===== config.mk =====
export PLATFORM = sky130hd
export DESIGN_NAME = fetch_unit
export DESIGN_NICKNAME = d
export VERILOG_FILES = /design/src/rtl/fetch_pkg.sv /design/src/rtl/fetch_fifo.sv /design/src/rtl/fetch_unit.sv
export SDC_FILE = /design/constraint.sdc
export NUM_CORES = 1
export LEC_CHECK = 0
export CORE_AREA = 2 2 206 208
export DETAILED_ROUTE_END_ITERATION = 8
export DIE_AREA = 0 0 208 210
export GPL_ROUTABILITY_DRIVEN = 0
export PLACE_DENSITY = 0.65
export SKIP_CTS_REPAIR_TIMING = 1
export SYNTH_ARGS = -nofsm -noshare
export SYNTH_HDL_FRONTEND = slang
export SYNTH_SLANG_ARGS = --single-unit

===== constraint.sdc =====
create_clock -name clk -period 3.9 [get_ports clk]
set_input_delay 0.78 -clock clk [delete_from_list [all_inputs] [get_ports clk]]
set_output_delay 0.78 -clock clk [all_outputs]
set_load 0.1 [all_outputs]

===== src/rtl/fetch_pkg.sv =====
// Shared definitions for the instruction-fetch front end.
// Optional feature macro: FETCH_JAL_PREDICT_EN (JAL predecode in fetch_unit).
package fetch_pkg;

  localparam logic [6:0] OPCODE_JAL = 7'b1101111;

  // RV32 layout of one instruction-queue entry; fetch_unit builds the
  // same record with a PC field sized by its XLEN parameter.
  typedef struct packed {
    logic [31:0] instr;
    logic [31:0] pc;
    logic        pred_taken;
  } fetch_entry_t;

  // J-type immediate, sign-extended to 32 bits.
  // Argument is instr[31:12]; the low 12 bits carry no immediate bits.
  function automatic logic signed [31:0] jal_imm(input logic [19:0] hi);
    return {{12{hi[19]}}, hi[7:0], hi[8], hi[18:9], 1'b0};
  endfunction

endpackage


===== src/rtl/fetch_fifo.sv =====
// Synchronous instruction queue: push, pop, flush, occupancy count.
// Flush dominates push and pop. The head reads as all-zero while empty.
module fetch_fifo #(
  parameter int DEPTH = 4,
  parameter type entry_t = logic [31:0]
) (
  input  logic                   clk,
  input  logic                   rst,
  input  logic                   flush,
  input  logic                   push,
  input  entry_t                 push_data,
  input  logic                   pop,
  output entry_t                 head,
  output logic [$clog2(DEPTH):0] count
);

  localparam int PW = $clog2(DEPTH);
  localparam logic [PW:0] FULL = (PW+1)'(DEPTH);

  entry_t        mem [DEPTH];
  logic [PW-1:0] wr_ptr;
  logic [PW-1:0] rd_ptr;
  logic          do_push;
  logic          do_pop;

  assign do_pop  = pop && (count != '0);
  assign do_push = push && ((count != FULL) || do_pop);
  assign head    = (count != '0) ? mem[rd_ptr] : '0;

  // Pointer and occupancy bookkeeping; flush behaves like a reset.
  always_ff @(posedge clk) begin
    if (rst || flush) begin
      wr_ptr <= '0;
      rd_ptr <= '0;
      count  <= '0;
    end else begin
      if (do_push) wr_ptr <= wr_ptr + PW'(1);
      if (do_pop)  rd_ptr <= rd_ptr + PW'(1);
      if (do_push && !do_pop)      count <= count + (PW+1)'(1);
      else if (do_pop && !do_push) count <= count - (PW+1)'(1);
    end
  end

  // Entry storage; contents need no reset because the head is gated by count.
  always_ff @(posedge clk) begin
    if (do_push && !flush && !rst) mem[wr_ptr] <= push_data;
  end

endmodule


===== src/rtl/fetch_unit.sv =====
// Instruction-fetch front end: one-outstanding request/response memory port,
// instruction queue, valid/ready hand-off to decode, redirect flush/squash.
// Optional feature macro: FETCH_JAL_PREDICT_EN (steer fetch on predecoded JAL).
//
// Handshakes: a transfer happens in a cycle where valid and ready are both
// high (imem_req & imem_ready, out_valid & out_ready); imem_rvalid has no
// back-pressure and is only meaningful while a request is outstanding.
module fetch_unit
  import fetch_pkg::*;
#(
  parameter int              XLEN     = 32,
  parameter int              DEPTH    = 4,
  parameter logic [XLEN-1:0] RESET_PC = '0
) (
  input  logic            clk,
  input  logic            rst,
  input  logic            redirect_valid,
  input  logic [XLEN-1:0] redirect_pc,
  output logic            imem_req,
  output logic [XLEN-1:0] imem_addr,
  input  logic            imem_ready,
  input  logic            imem_rvalid,
  input  logic [31:0]     imem_rdata,
  output logic            out_valid,
  input  logic            out_ready,
  output logic [31:0]     out_instr,
  output logic [XLEN-1:0] out_pc,
  output logic [XLEN-1:0] out_pc_plus_4,
  output logic            out_pred_taken
);

  localparam int CW = $clog2(DEPTH) + 1;

  typedef struct packed {
    logic [31:0]     instr;
    logic [XLEN-1:0] pc;
    logic            pred_taken;
  } entry_t;

  logic [XLEN-1:0] fetch_pc;
  logic            outstanding;
  logic [XLEN-1:0] outstanding_pc;
  logic            stale;
  logic [CW-1:0]   count;
  logic [CW:0]     in_flight;
  logic            can_issue;
  logic            resp_fire;
  logic            resp_live;
  logic            is_jal;
  logic [XLEN-1:0] succ;
  logic            accept;
  logic            push;
  logic            pop;
  entry_t          push_data;
  entry_t          head;

  // A response only counts when a request is actually outstanding.
  assign resp_fire = imem_rvalid && outstanding;
  assign resp_live = resp_fire && !stale;

`ifdef FETCH_JAL_PREDICT_EN
  assign is_jal = (imem_rdata[6:0] == OPCODE_JAL);
  assign succ   = is_jal ? outstanding_pc + XLEN'(jal_imm(imem_rdata[31:12]))
                         : outstanding_pc + XLEN'(4);
`else
  assign is_jal = 1'b0;
  assign succ   = outstanding_pc + XLEN'(4);
`endif

  // Credit uses registered state only: queued entries plus the one in flight.
  assign in_flight = {1'b0, count} + {{CW{1'b0}}, outstanding};
  assign can_issue = in_flight < (CW+1)'(DEPTH);

  assign imem_req  = !rst && !redirect_valid && (!outstanding || imem_rvalid) && can_issue;
  assign imem_addr = resp_live ? succ : fetch_pc;
  assign accept    = imem_req && imem_ready;

  assign push      = resp_live && !redirect_valid;
  assign pop       = out_valid && out_ready;
  assign push_data = '{instr: imem_rdata, pc: outstanding_pc, pred_taken: is_jal};

  // Fetch PC, outstanding-request tracking and stale-response squash.
  always_ff @(posedge clk) begin
    if (rst) begin
      fetch_pc       <= RESET_PC;
      outstanding    <= 1'b0;
      outstanding_pc <= '0;
      stale          <= 1'b0;
    end else if (redirect_valid) begin
      fetch_pc    <= redirect_pc;
      outstanding <= outstanding && !imem_rvalid;
      stale       <= outstanding && !imem_rvalid;
    end else begin
      if (accept) begin
        outstanding    <= 1'b1;
        outstanding_pc <= imem_addr;
        fetch_pc       <= imem_addr;
      end else begin
        if (resp_fire) outstanding <= 1'b0;
        if (resp_live) fetch_pc    <= succ;
      end
      if (resp_fire && stale) stale <= 1'b0;
    end
  end

  fetch_fifo #(
    .DEPTH   (DEPTH),
    .entry_t (entry_t)
  ) u_queue (
    .clk       (clk),
    .rst       (rst),
    .flush     (redirect_valid),
    .push      (push),
    .push_data (push_data),
    .pop       (pop),
    .head      (head),
    .count     (count)
  );

  assign out_valid      = (count != '0);
  assign out_instr      = head.instr;
  assign out_pc         = head.pc;
  assign out_pc_plus_4  = out_valid ? head.pc + XLEN'(4) : '0;
  assign out_pred_taken = head.pred_taken;

endmodule


==> flow_summary.ini <==
[route]
final_antenna_net_count = 0
wl_mm = 37.0
num_vias = 9521
drc = 0
via_per_inst = 5.13
dr.first_iter.drc_count = 647
drtPass1Iterations = 5
wl_per_cell_um = 20.0

[yosys]
synth_edf_count = 256
yosysTopAreaCell = edfxtp_1
synth_ff_type = edfxtp_1
synthCells = 1035
synth.distinct_cells = 54
postSynthAreaPerCell_um2 = 13.9
yosys_register_bits = 331
ys_warn_count = 0
yosysSeqAreaShare_pct = 64.1
synth.net_count = 1113
synthTopCellsByArea = edfxtp_1 (54%), dfxtp_1 (10%), mux4_2 (8.0%), nand2_1 (2.9%), and2_1 (2.8%)
synth_top_cell_area_share_pct = 53.6
async_flop_share_pct = 0
syn-cell-area_um2 = 14300

[setup_path]
cp-start-kind = flop
crit_chain = buf_12, mux4_2, nor3b_4, nand4b_1, or4_4, a21oi_4, buf_12
cp_slowest_cell = mux4_2
cp_top_family = simple AND/OR/NAND/NOR gates
max_stage_delay_ns = 0.57
worstSetupPathType = flop to output pin
cp_common_cell = buf_12
crit_buf_inv = 2
worstPathMaxFanout = 12
worstSetupEndpointType = output pin
critPathArrivalTime_ns = 3.11
worstPathRequired_ns = 3.12

[sta]
rsz0062_at_grt = true
holdWs_ns = 0.535
post-route-period-util_pct = 99.9
fin_crit_ns = 3.89
fmax_mhz = 257
finalClockSkew_ns = 0.0180
setup_tns_ns = 0
slew_headroom_pct = 55.2
hold_viol = 0
slew_violations = 0
tightest_slew_ns = 0.673
setup_viol = 0
fin_ws_ns = 0.00511

[cts]
clock-sinks = 331
h-tree-depth = 2
clk_latency_ns = 0.52
cts_tree = built
cts_root_buf = clkbuf_16
cts_made_buffers = 36
cts.clk_slew.worst_paths_ns = 0.06
clock_path_buffers = 3

[floorplanning]
start_util_pct = 34.6
core_area_um2 = 41500
rows = 75
dieWidth_um = 208
io_pins = 201
die_area_um2 = 43700
die_h_um = 210

[global_routing]
antenna_found_initial = 1
grt-ovfl-total = 0
grt_max_degree = 67
grt_pass1_vias = 9347
grt_pass1_wl_mm = 55.0
track_usage_pct = 16.2

[placed_design]
placedCellCount = 1755
pre_cts_slack_ns = 0.310
port_buffers = 199
dp_hpwl_mm = 24.9

[power_and_ir_drop]
switching_share_pct = 24.7
irDropWorstVdd_uv = 254
comb_power_share_pct = 10.9
clkPwrFrac_pct = 41.0
seqPwrFrac_pct = 48.1
switchingPower_mw = 1.97
powerDensity_nw_per_um2 = 411
total_power_mw = 7.98
power.internal_mw = 6.01
cellLeakagePower_nw = 6.61

[final_layout]
layout-drive-gt1-share_pct = 30.9
nets = 1369
syn_to_final_growth_pct = 35.5
layout_common_cells = edfxtp_1 (256), buf_4 (134), nand2_1 (109)
n_antenna_cell = 0
stdcell_count = 1855
final_common_cell = edfxtp_1

[status]
status = completed

[worst_hold_path]
hold_path_class = flop to flop

[job]
max_cap_violations = 0
## logic make-up (layout without fill, tap and decap cells)
kind of cell	after synthesis	after routing	share of synthesized area [%]
other	1	1	0.0261
and+or+nand+nor	372	374	12.9
AOI/OAI and AO/OA	107	107	4.58
muxes	99	99	12.8
adders and majority gates	8	8	0.750
DFF	331	331	64.1
buffers and inverters	77	356	2.49
xor gates and xnor gates	40	40	2.44
## cells in the mapped netlist (3+ instances only)
cell,number
edfxtp_1,256
nand2_1,109
nor2_1,94
dfxtp_1,75
and2_1,64
mux4_2,51
a21oi_1,38
clkbuf_1,38
mux2i_1,28
o21ai_0,26
xor2_1,23
nand3_1,21
xnor2_1,17
o31ai_1,16
inv_1,15
nand4_1,13
or4_1,13
buf_2,12
mux4_1,12
or3_1,10
and3_1,9
nor3_1,9
nor4_1,9
ha_1,7
mux2_2,7
a211oi_1,6
a31oi_1,6
nand3b_1,6
o32ai_1,5
buf_1,4
buf_4,4
and4_1,3
nand4b_1,3
## path summary, 6_finish.rpt
| path | from | to | slack (ns) | depth (start not counted) |
|---|---|---|---|---|
| setup / recovery | flop | out_pc_plus_4[28] | 0.005 | 7 |
| hold / removal | u_queue.rd_ptr[1] | u_queue.rd_ptr[1] | 0.54 | 2 |
| setup reg to reg | u_queue.count[2] | u_queue.count[2] | 1.15 | 10 |
| hold reg to reg | u_queue.rd_ptr[1] | u_queue.rd_ptr[1] | 0.54 | 2 |
## layout make-up
cell class	instances	area, um^2
clock buffer	42	923
clock inverter	21	213
fill	3669	22000
inverter	15	56.3
multi-input combinational	629	5220
sequential	331	9200
tap	539	674
timing repair buffer	278	3140
## stage by stage
stage / utilization (%) / area, um^2
after floorplan: - / 14600
after global routing: 46.8 / 19400
after detailed placement: 43.0 / 17800
after CTS: 45.7 / 19000
after global placement: 43.0 / 17800
final: 46.8 / 19400
## metal layers
metal | up-vias | part of all wire, % | GRT usage [%]
met5 | - | 0.035 | 0
met4 | 2 | 2.8 | 4.60
met3 | 65 | 6.5 | 3.44
met2 | 349 | 46 | 25.2
met1 | 4698 | 45 | 23.0
li1 | 4407 | - | -
## registers in the layout, indices dropped and copies added, names as in the netlist, named ones only
signal and count:
u_queue.wr_ptr 2, u_queue.rd_ptr 2, u_queue.mem 256, stale 1
outstanding_pc 32, outstanding 1, u_queue.count 3, fetch_pc 32
## worst min-delay path: stages, from the launching register on
cell and delay (ns):
dfxtp_1 0.33, xor2_1 0.06, nor2_1 0.10
## power by group through the flow
| stage | registers, mW | clock network [mW] | logic, mW |
|---|---|---|---|
| 2_1_floorplan | 3.91 | 0 | 0.537 |
| 3_3_place_gp | 3.91 | 0 | 0.860 |
| 3_5_place_dp | 3.91 | 0 | 0.863 |
| 4_1_cts | 3.84 | 3.35 | 0.867 |
| 5_1_grt | 3.84 | 3.50 | 0.905 |
| 6_report | 3.84 | 3.27 | 0.868 |
Note: power is estimated with default switching activity, not from simulation.
